File: src/rtl/render_pkg.sv
// Shared render-region constants, frame-buffer writer state type and pixel packing helper.
// The renderer, the frame-buffer writer and the read-side address logic all import this package.
package render_pkg;

    localparam int START_X = 390;
    localparam int START_Y = 390;
    localparam int END_X   = 634;
    localparam int END_Y   = 765;
    localparam int WIDTH   = END_X - START_X;
    localparam int HEIGHT  = END_Y - START_Y;

    typedef enum logic [1:0] {
        IDLE = 2'd0,
        FILL = 2'd1,
        SWAP = 2'd2
    } fbw_state_t;

    // Keep the top nibble of each 8-bit channel: {R[7:4], G[7:4], B[7:4]}.
    function automatic logic [11:0] pack_rgb444(input logic [23:0] rgb);
        return {rgb[23:20], rgb[15:12], rgb[7:4]};
    endfunction

endpackage

File: src/rtl/sat_counter.sv
// Saturating up-counter with synchronous clear.
// The count holds at all-ones rather than wrapping back to zero.
module sat_counter #(
    parameter int W = 16
) (
    input  logic         clk_in,
    input  logic         rst_in,
    input  logic         clear_in,
    input  logic         inc_in,
    output logic [W-1:0] count_out
);

    logic [W-1:0] count_d;
    logic [W-1:0] count_q;

    always_comb begin
        count_d = count_q;
        if (clear_in) begin
            count_d = '0;
        end else if (inc_in && (count_q != {W{1'b1}})) begin
            count_d = count_q + W'(1);
        end
    end

    always_ff @(posedge clk_in) begin
        if (rst_in) begin
            count_q <= '0;
        end else begin
            count_q <= count_d;
        end
    end

    assign count_out = count_q;

endmodule

File: src/rtl/render_fb_writer.sv
// Renderer pixel-stream sink: range-checks, packs to RGB444 and writes the frame buffer through a
// two-stage pipeline, toggling the double-buffer bank at every completed frame.
//
// state | meaning
// IDLE  | waiting for the pixel at (START_X,START_Y); other in-region pixels are dropped
// FILL  | writing every in-region pixel; a start pixel restarts the frame (resync)
// SWAP  | one-cycle bubble after the last pixel, tready held low
module render_fb_writer
    import render_pkg::*;
#(
    parameter int START_X    = render_pkg::START_X,
    parameter int START_Y    = render_pkg::START_Y,
    parameter int END_X      = render_pkg::END_X,
    parameter int END_Y      = render_pkg::END_Y,
    parameter int ADDR_WIDTH = 17
) (
    input  logic                  clk_in,
    input  logic                  rst_in,
    input  logic [23:0]           pixel_axis_tdata,
    input  logic                  pixel_axis_tvalid,
    output logic                  pixel_axis_tready,
    input  logic [10:0]           hcount_in,
    input  logic [9:0]            vcount_in,
    output logic [ADDR_WIDTH-1:0] addr_out,
    output logic [11:0]           data_out,
    output logic                  we_out,
    output logic                  buf_sel_out,
    output logic                  frame_done_out,
    output logic [ADDR_WIDTH-1:0] frame_pixels_out,
    output logic [15:0]           oob_count_out,
    output logic [15:0]           resync_count_out
);

    localparam int FB_W = END_X - START_X;

    localparam logic [10:0] SX = 11'(START_X);
    localparam logic [10:0] EX = 11'(END_X);
    localparam logic [10:0] LX = 11'(END_X - 1);
    localparam logic [9:0]  SY = 10'(START_Y);
    localparam logic [9:0]  EY = 10'(END_Y);
    localparam logic [9:0]  LY = 10'(END_Y - 1);

    fbw_state_t state_d, state_q;

    logic accept;
    logic in_region;
    logic is_start;
    logic is_end;
    logic oob_inc;
    logic resync_inc;

    logic                  s1_valid_d, s1_valid_q;
    logic                  s1_last_d,  s1_last_q;
    logic [10:0]           s1_x_d,     s1_x_q;
    logic [9:0]            s1_y_d,     s1_y_q;
    logic [11:0]           s1_data_d,  s1_data_q;
    logic [ADDR_WIDTH-1:0] cnt_d,      cnt_q;

    logic [ADDR_WIDTH-1:0] addr_d,         addr_q;
    logic [11:0]           data_d,         data_q;
    logic                  we_d,           we_q;
    logic                  done_d,         done_q;
    logic                  buf_sel_d,      buf_sel_q;
    logic [ADDR_WIDTH-1:0] frame_pixels_d, frame_pixels_q;

    // Only the top nibble of each channel reaches the buffer.
    logic unused_tdata_lsbs;
    assign unused_tdata_lsbs = ^{pixel_axis_tdata[19:16], pixel_axis_tdata[11:8],
                                 pixel_axis_tdata[3:0]};

    assign pixel_axis_tready = (state_q != SWAP);
    assign accept            = pixel_axis_tvalid && pixel_axis_tready;

    assign in_region = (hcount_in >= SX) && (hcount_in < EX) &&
                       (vcount_in >= SY) && (vcount_in < EY);
    assign is_start  = (hcount_in == SX) && (vcount_in == SY);
    assign is_end    = (hcount_in == LX) && (vcount_in == LY);

    // Stage 1: acceptance, frame tracking and offset capture.
    always_comb begin
        state_d    = state_q;
        s1_valid_d = 1'b0;
        s1_last_d  = 1'b0;
        s1_x_d     = s1_x_q;
        s1_y_d     = s1_y_q;
        s1_data_d  = s1_data_q;
        cnt_d      = cnt_q;
        oob_inc    = 1'b0;
        resync_inc = 1'b0;

        if (accept) begin
            s1_x_d    = hcount_in - SX;
            s1_y_d    = vcount_in - SY;
            s1_data_d = pack_rgb444(pixel_axis_tdata);
            oob_inc   = !in_region;
        end

        unique case (state_q)
            IDLE: begin
                if (accept && in_region && is_start) begin
                    s1_valid_d = 1'b1;
                    cnt_d      = ADDR_WIDTH'(1);
                    state_d    = FILL;
                end
            end
            FILL: begin
                if (accept && in_region) begin
                    s1_valid_d = 1'b1;
                    if (is_start) begin
                        resync_inc = 1'b1;
                        cnt_d      = ADDR_WIDTH'(1);
                    end else begin
                        cnt_d = cnt_q + ADDR_WIDTH'(1);
                        if (is_end) begin
                            s1_last_d = 1'b1;
                            state_d   = SWAP;
                        end
                    end
                end
            end
            SWAP: begin
                state_d = IDLE;
            end
            default: begin
                state_d = IDLE;
            end
        endcase
    end

    // Stage 2: address multiply and registered write. cnt_q already includes the last pixel here
    // because nothing is accepted during the SWAP cycle.
    always_comb begin
        addr_d         = addr_q;
        data_d         = data_q;
        we_d           = s1_valid_q;
        done_d         = s1_last_q;
        buf_sel_d      = buf_sel_q ^ s1_last_q;
        frame_pixels_d = s1_last_q ? cnt_q : frame_pixels_q;
        if (s1_valid_q) begin
            addr_d = ADDR_WIDTH'(s1_x_q) + ADDR_WIDTH'(s1_y_q) * ADDR_WIDTH'(FB_W);
            data_d = s1_data_q;
        end
    end

    always_ff @(posedge clk_in) begin
        if (rst_in) begin
            state_q        <= IDLE;
            s1_valid_q     <= 1'b0;
            s1_last_q      <= 1'b0;
            s1_x_q         <= '0;
            s1_y_q         <= '0;
            s1_data_q      <= '0;
            cnt_q          <= '0;
            addr_q         <= '0;
            data_q         <= '0;
            we_q           <= 1'b0;
            done_q         <= 1'b0;
            buf_sel_q      <= 1'b0;
            frame_pixels_q <= '0;
        end else begin
            state_q        <= state_d;
            s1_valid_q     <= s1_valid_d;
            s1_last_q      <= s1_last_d;
            s1_x_q         <= s1_x_d;
            s1_y_q         <= s1_y_d;
            s1_data_q      <= s1_data_d;
            cnt_q          <= cnt_d;
            addr_q         <= addr_d;
            data_q         <= data_d;
            we_q           <= we_d;
            done_q         <= done_d;
            buf_sel_q      <= buf_sel_d;
            frame_pixels_q <= frame_pixels_d;
        end
    end

    sat_counter #(.W(16)) u_oob_cnt (
        .clk_in    (clk_in),
        .rst_in    (rst_in),
        .clear_in  (1'b0),
        .inc_in    (oob_inc),
        .count_out (oob_count_out)
    );

    sat_counter #(.W(16)) u_resync_cnt (
        .clk_in    (clk_in),
        .rst_in    (rst_in),
        .clear_in  (1'b0),
        .inc_in    (resync_inc),
        .count_out (resync_count_out)
    );

    assign addr_out         = addr_q;
    assign data_out         = data_q;
    assign we_out           = we_q;
    assign frame_done_out   = done_q;
    assign buf_sel_out      = buf_sel_q;
    assign frame_pixels_out = frame_pixels_q;

endmodule
File: config.mk
export PLATFORM = sky130hd
export DESIGN_NAME = render_fb_writer
export DESIGN_NICKNAME = d
export VERILOG_FILES = /design/src/rtl/render_pkg.sv /design/src/rtl/sat_counter.sv /design/src/rtl/render_fb_writer.sv
export SDC_FILE = /design/constraint.sdc
export NUM_CORES = 1
export LEC_CHECK = 0
export CELL_PAD_IN_SITES_DETAIL_PLACEMENT = 0
export CELL_PAD_IN_SITES_GLOBAL_PLACEMENT = 1
export CORE_MARGIN = 2
export CORE_UTILIZATION = 44
export DETAILED_ROUTE_END_ITERATION = 10
export PLACE_DENSITY = 0.95
export SLEW_MARGIN = 10
export SYNTH_ARGS = -nofsm -noshare
export SYNTH_HDL_FRONTEND = slang
export SYNTH_SLANG_ARGS = --single-unit
export TNS_END_PERCENT = 20
File: constraint.sdc
create_clock -name clk_in -period 8.3 [get_ports clk_in]
set_input_delay 1.245 -clock clk_in [delete_from_list [all_inputs] [get_ports clk_in]]
set_output_delay 1.245 -clock clk_in [all_outputs]
set_load 0.02 [all_outputs]
==> results_dict.tcl, run 1 <==
set metrics [dict create \
    slew_viol_final 0 \
    required_ps 8620 \
    fmaxAchievable_ghz 0.195 \
    crit_top_cell "inv_1" \
    postPlaceCellArea_mm2 0.00904 \
    yosysTopAreaCellShare_pct 35.0 \
    clock_skew_ps 7.76 \
    port_buffers 117 \
    first_pass_iters 4 \
    intPower_uw 1300 \
    drtIter0Drc 337 \
    rrSetupSlack_ps 3170 \
    cts_buffers 17 \
    hold_violations 0 \
    io_pins 130 \
    avgSynthCellArea_um2 8.69 \
    post_cts_resized 0 \
    dieHeight_um 136 \
    grt_max_degree 82 \
    worst_slew_pin_slew_ps 1120 \
    tns_ps 0 \
    post_cts_buffers 0 \
    area_growth_pct 24.5 \
    fillers 1598 \
    yosysSeqAreaShare_pct 35.0 \
    path_max_fanout 6 \
    synth_commonest_cells "135 x dfxtp_1, 102 x nor2_1, 80 x nand2_1, 69 x inv_1, 53 x a21oi_1" \
    cpMaxStageDelayCell "fa_1" \
    cp_slowest_stage_delay_ps 550 \
    arrival_ps 5450 \
    cts_tree "yes" \
    cts.clk_slew.worst_paths_ps 60 \
    antenna_found_initial 0 \
    power_density_mw_per_mm2 196 \
    synth_fp_nets 1005 \
    vdd_ir_drop_max_v 0.000158 \
    start_kind "flop" \
    cp_cell_sequence "inv_1, fa_1, inv_1, fa_1, inv_1, fa_1, inv_1, ha_1, a21o_1, a21oi_1, xnor2_1, ha_1, o21ai_0, a22oi_1, a21bo_2, nor4_1, nand4_1, xnor2_1, a211oi_1" \
    via_count 6314 \
    combPwrFrac_pct 25.1 \
    maxCapViolCount 0 \
    layout-drive-gt1-share_pct 5.37 \
    worst_r2r_endpoint "addr_out[16]" \
    synth_cells 889 \
    synth-seq-cells 135 \
    clk_path_buf_depth 2 \
    dpl.hpwl_um 12600 \
    ys_types 69 \
    rows 48 \
    cts_num_sinks 135 \
    min_period_over_period_pct 61.8 \
    initial_utilization_pct 44.8 \
    root_buffer "clkbuf_16" \
    final.min_clock_period_ps 5130 \
    synthesis.area_mm2 0.00772 \
    synth_top_cell_by_area "dfxtp_1" \
    crit_start "s1_y_q[1]" \
    grt_pass1_wl_um 28500 \
    path_class "flop to flop" \
    reg2reg_depth 19 \
    ys_warn_count 0 \
    hold_buffers 0 \
    switching_share_pct 31.1 \
    gp_congestion 0.853 \
    hp-class "flop to flop" \
    nNetsFinal 1108 \
    relSlewSlack_pct 25.2 \
    total_power_uw 1880 \
    synth.most_common_cell "dfxtp_1" \
    diodes 0 \
    clkPwrFrac_pct 39.3 \
    final_area_mm2 0.00962 \
    r2r_start "s1_y_q[1]" \
    track_usage_pct 19.1 \
    rsz0062_at_grt "false" \
    wl_per_cell_um 14.1 \
    grt-ovfl-total 0 \
    p_leak_uw 0.00375 \
    vias_per_cell 5.13 \
    synth_top_cells_by_area "dfxtp_1 35%, ha_1 7.0%, fa_1 6.5%" \
    critPathCapture "addr_out[16]" \
    core_mm2 0.0172 \
    drc 0 \
    p_switching_uw 586 \
    htree_levels 4 \
    die_area_mm2 0.0186 \
    wl_um 17300 \
    async_reset_ff_share_pct 0 \
    sequentialPowerShare_pct 35.7 \
    die_w_um 136 \
    clk_latency_ps 410 \
    ant_nets 0 \
    grt_pass1_vias 6065 \
    synth_edf_count 0 \
    finalSetupViolations 0 \
    endpoint_kind "flop" \
    outcome "finished, final reports clean" \
    ys_dominant_reg_cell "dfxtp_1" \
]
==> worst min-delay path by stage <==
stage	start	slack (ps)	depth (start not counted)	endpoint
floorplan	s1_data_q[0]	440	2	s1_data_q[0]
global placement	s1_data_q[6]	440	2	s1_data_q[6]
detailed placement	s1_data_q[0]	450	2	s1_data_q[0]
CTS	s1_data_q[0]	450	2	s1_data_q[0]
global route	s1_data_q[2]	480	2	s1_data_q[2]
finish	s1_data_q[0]	460	2	s1_data_q[0]
==> power groups by stage <==
stage | clock (uW) | combinational, uW | sequential [uW]
global route | 787 | 546 | 673
detailed placement | 0 | 473 | 685
CTS | 755 | 477 | 671
global placement | 0 | 465 | 685
finish | 739 | 472 | 671
floorplan | 0 | 369 | 683
==> state kept, by name (all words and copies together), names as in the netlist, 2 cells and up <==
register,cells
u_oob_cnt.count_out,16
u_resync_cnt.count_out,16
s1_x_q,11
addr_out,17
frame_pixels_out,17
data_out,12
state_q,2
s1_data_q,12
s1_y_q,10
cnt_q,17
==> cells in the final DEF, fill, tap and decap left out, types with 3 or more instances in the layout <==
| cell type | instances |
|---|---|
| dfxtp_1 | 134 |
| clkdlybuf4s50_1 | 116 |
| nor2_1 | 102 |
| nand2_1 | 80 |
| inv_1 | 69 |
| a21oi_1 | 53 |
| ha_1 | 43 |
| mux2i_1 | 38 |
| xor2_1 | 31 |
| o21ai_0 | 31 |
| nand3_1 | 31 |
| xnor2_1 | 25 |
| fa_1 | 25 |
| a211oi_1 | 20 |
| nor3_1 | 19 |
| clkbuf_16 | 17 |
| and3_1 | 14 |
| nand4_1 | 14 |
| and2_1 | 12 |
| nor2b_1 | 10 |
| nand2b_1 | 9 |
| and4_1 | 7 |
| nor4_1 | 6 |
| nand3b_1 | 6 |
| nor3b_1 | 5 |
| a31oi_1 | 5 |
| a21o_1 | 4 |
| o211ai_1 | 4 |
| o21a_1 | 4 |
| or3_1 | 4 |
| o21bai_1 | 3 |
| a32o_1 | 3 |
| a311oi_1 | 3 |
| clkinv_4 | 3 |
| buf_4 | 3 |
==> logic make-up after synthesis <==
logic type,Yosys count,synth area share (%)
DFF,135,35.0
xor gates and xnor gates,56,6.35
AOI/OAI and AO/OA,148,12.6
and+or+nand+nor,340,22.4
adders and majority gates,68,13.4
muxes,38,4.92
buffers and inverters,104,5.28
==> layout make-up <==
type / count / area, um2 / area share (%)
clock buffers: 21 / 460 / 4.79
clock inverters: 11 / 116 / 1.21
inverters: 69 / 259 / 2.69
multi-input cells: 650 / 4610 / 48.0
flip-flops and latches: 135 / 2700 / 28.1
well taps: 225 / 282 / 2.93
repair buffers: 119 / 1180 / 12.3
==> layer usage <==
metal,vias to the layer above,routed length (um),GRT usage (%)
met3,21,835,6.15
li1,3273,-,-
met4,0,299,6.42
met2,102,8080,31.1
met5,-,0,0
met1,2918,8110,24.0
==> per-stage QoR <==
step / util (%) / worst slack, ps / hold slack [ps] / std cells
2_1_floorplan: - / 3590 / 436 / 889
3_3_place_gp: 52.5 / 3260 / 443 / 1198
3_5_place_dp: 52.5 / 3140 / 446 / 1198
4_1_cts: 55.8 / 3100 / 454 / 1230
5_1_grt: 55.8 / 2670 / 477 / 1230
6_report: 55.8 / 3170 / 457 / 1230
==> critical path, delay by kind of cell (launching register included) <==
kind	cells	cell delay [ps]
AO/OA/AOI/OAI	6	1180
adder cells (fa/ha/maj)	5	2300
flip-flops	1	460
XOR/XNOR	2	250
buffers and inverters	4	310
AND/OR/NAND/NOR	2	530
Power figures use the tool's default switching activity.
==> run 2: changes to the inputs <==
--- a/config.mk
+++ b/config.mk
@@ -8,9 +8,9 @@
 export CELL_PAD_IN_SITES_DETAIL_PLACEMENT = 0
 export CELL_PAD_IN_SITES_GLOBAL_PLACEMENT = 1
 export CORE_MARGIN = 2
-export CORE_UTILIZATION = 44
+export CORE_UTILIZATION = 41
 export DETAILED_ROUTE_END_ITERATION = 10
-export PLACE_DENSITY = 0.95
+export PLACE_DENSITY = 0.91
 export SLEW_MARGIN = 10
 export SYNTH_ARGS = -nofsm -noshare
 export SYNTH_HDL_FRONTEND = slang
==> constraint.sdc (replaced) <==
create_clock -name clk_in -period 5.3 [get_ports clk_in]
set_input_delay 0.795 -clock clk_in [delete_from_list [all_inputs] [get_ports clk_in]]
set_output_delay 0.795 -clock clk_in [all_outputs]
set_load 0.02 [all_outputs]
==> results_dict.tcl, run 2 (synthesis results as in run 1) <==
set metrics [dict create \
    clk_latency_ps 420 \
    clk_path_buf_depth 2 \
    nNetsFinal 1109 \
    vdd_ir_drop_max_v 0.000254 \
    first_pass_iters 4 \
    rsz0062_at_grt "false" \
    post_cts_resized 0 \
    arrival_ps 5260 \
    grt_pass1_wl_um 29500 \
    clock_skew_ps 12.8 \
    reg2reg_depth 19 \
    sequentialPowerShare_pct 36.4 \
    final.min_clock_period_ps 4930 \
    worst_slew_pin_slew_ps 1110 \
    wl_um 17500 \
    via_count 6335 \
    outcome "finished, final reports clean" \
    start_kind "flop" \
    core_mm2 0.0186 \
    mostFrequentLayoutCells "134 x dfxtp_1, 116 x clkdlybuf4s50_1, 102 x nor2_1" \
    required_ps 5630 \
    drtIter0Drc 301 \
    rows 50 \
    worst_hold_slack_ps 452 \
    cts_tree "yes" \
    finalSetupViolations 0 \
    fin_ws_ps 374 \
    p_switching_uw 920 \
    min-delay-start "s1_data_q[0]" \
    p_leak_uw 0.00375 \
    postPlaceCellArea_mm2 0.00906 \
    clkPwrFrac_pct 37.7 \
    htree_levels 4 \
    io_pins 130 \
    grt_max_degree 80 \
    min_period_over_period_pct 92.9 \
    path_max_fanout 6 \
    root_buffer "clkbuf_16" \
    ant_nets 0 \
    post_cts_buffers 0 \
    area_growth_pct 24.5 \
    hold_depth 2 \
    drc 0 \
    antenna_found_initial 1 \
    maxCapViolCount 0 \
    fin_util_pct 51.7 \
    power_density_mw_per_mm2 301 \
    hp-class "flop to flop" \
    final_area_mm2 0.00961 \
    gp_congestion 0.866 \
    grt_pass1_vias 6068 \
    die_w_um 141 \
    switching_share_pct 31.8 \
    fmaxAchievable_ghz 0.203 \
    rrSetupSlack_ps 370 \
    track_usage_pct 18.1 \
    die_area_mm2 0.0200 \
    cts_buffers 17 \
    cts_num_sinks 135 \
    dieHeight_um 141 \
    combPwrFrac_pct 25.9 \
    dpl.hpwl_um 12600 \
    vias_per_cell 5.10 \
    endpoint_kind "flop" \
    place_ws_ps 240 \
    initial_utilization_pct 41.6 \
    min_to "s1_data_q[0]" \
    final_common_cell "dfxtp_1" \
    hold_buffers 0 \
    relSlewSlack_pct 25.6 \
    worst_r2r_endpoint "addr_out[16]" \
    intPower_uw 1970 \
    r2r_start "s1_y_q[1]" \
    wl_per_cell_um 14.1 \
    cts.clk_slew.worst_paths_ps 60 \
    path_class "flop to flop" \
    slew_viol_final 0 \
    hold_violations 0 \
    layout-drive-gt1-share_pct 5.77 \
    grt-ovfl-total 0 \
    tns_ps 0 \
    port_buffers 117 \
]
-- run 2: power by group through the flow --
stage                     logic (uW)  clock network [uW]  registers (uW)
after floorplan                  578                   0            1070
after global placement           732                   0            1070
after detailed placement         744                   0            1070
after CTS                        748                1110            1050
after global routing             865                1160            1050
final                            750                1090            1050
-- run 2: area by class of cell --
cell class,instances,area [um2]
tap,234,293
timing repair buffer,120,1190
clock inverter,13,92.6
multi-input combinational,650,4620
sequential,135,2700
inverter,69,259
fill,1734,8970
clock buffer,19,453
antenna,1,2.50
-- run 2: stage by stage --
step	total power, uW	instances
after global placement	1800	1208
final	2890	1241
after detailed placement	1820	1208
after CTS	2910	1240
after floorplan	1650	889
after global routing	3080	1241
-- run 2: worst max path at each step --
stage                    from            to  slack (ps)  cells after the start
global route        s1_y_q[1]  addr_out[16]          30                     19
global placement    s1_y_q[1]  addr_out[16]         290                     19
detailed placement  s1_y_q[1]  addr_out[16]         240                     19
finish              s1_y_q[1]  addr_out[16]         370                     19
floorplan           s1_y_q[1]  addr_out[16]         590                     19
CTS                 s1_y_q[1]  addr_out[16]         240                     19
-- run 2: routing by layer --
layer / track usage (%) / vias to the layer above / wire length, um
li1: - / 3272 / -
met1: 23.3 / 2922 / 8320
met2: 29.2 / 120 / 8090
met3: 4.59 / 21 / 840
met4: 6.95 / 0 / 242
met5: 0 / - / 0
-- run 2: worst max-delay path, stage by stage (launching register included) --
cell and delay [ps]:
dfxtp_1 440, inv_1 140, fa_1 540, inv_1 50
fa_1 530, inv_1 50, fa_1 520, inv_1 40
ha_1 360, a21o_1 200, a21oi_1 210, xnor2_1 90
ha_1 330, o21ai_0 90, a22oi_1 230, a21bo_2 270
nor4_2 230, nand4_1 150, xnor2_1 150, a211oi_1 210
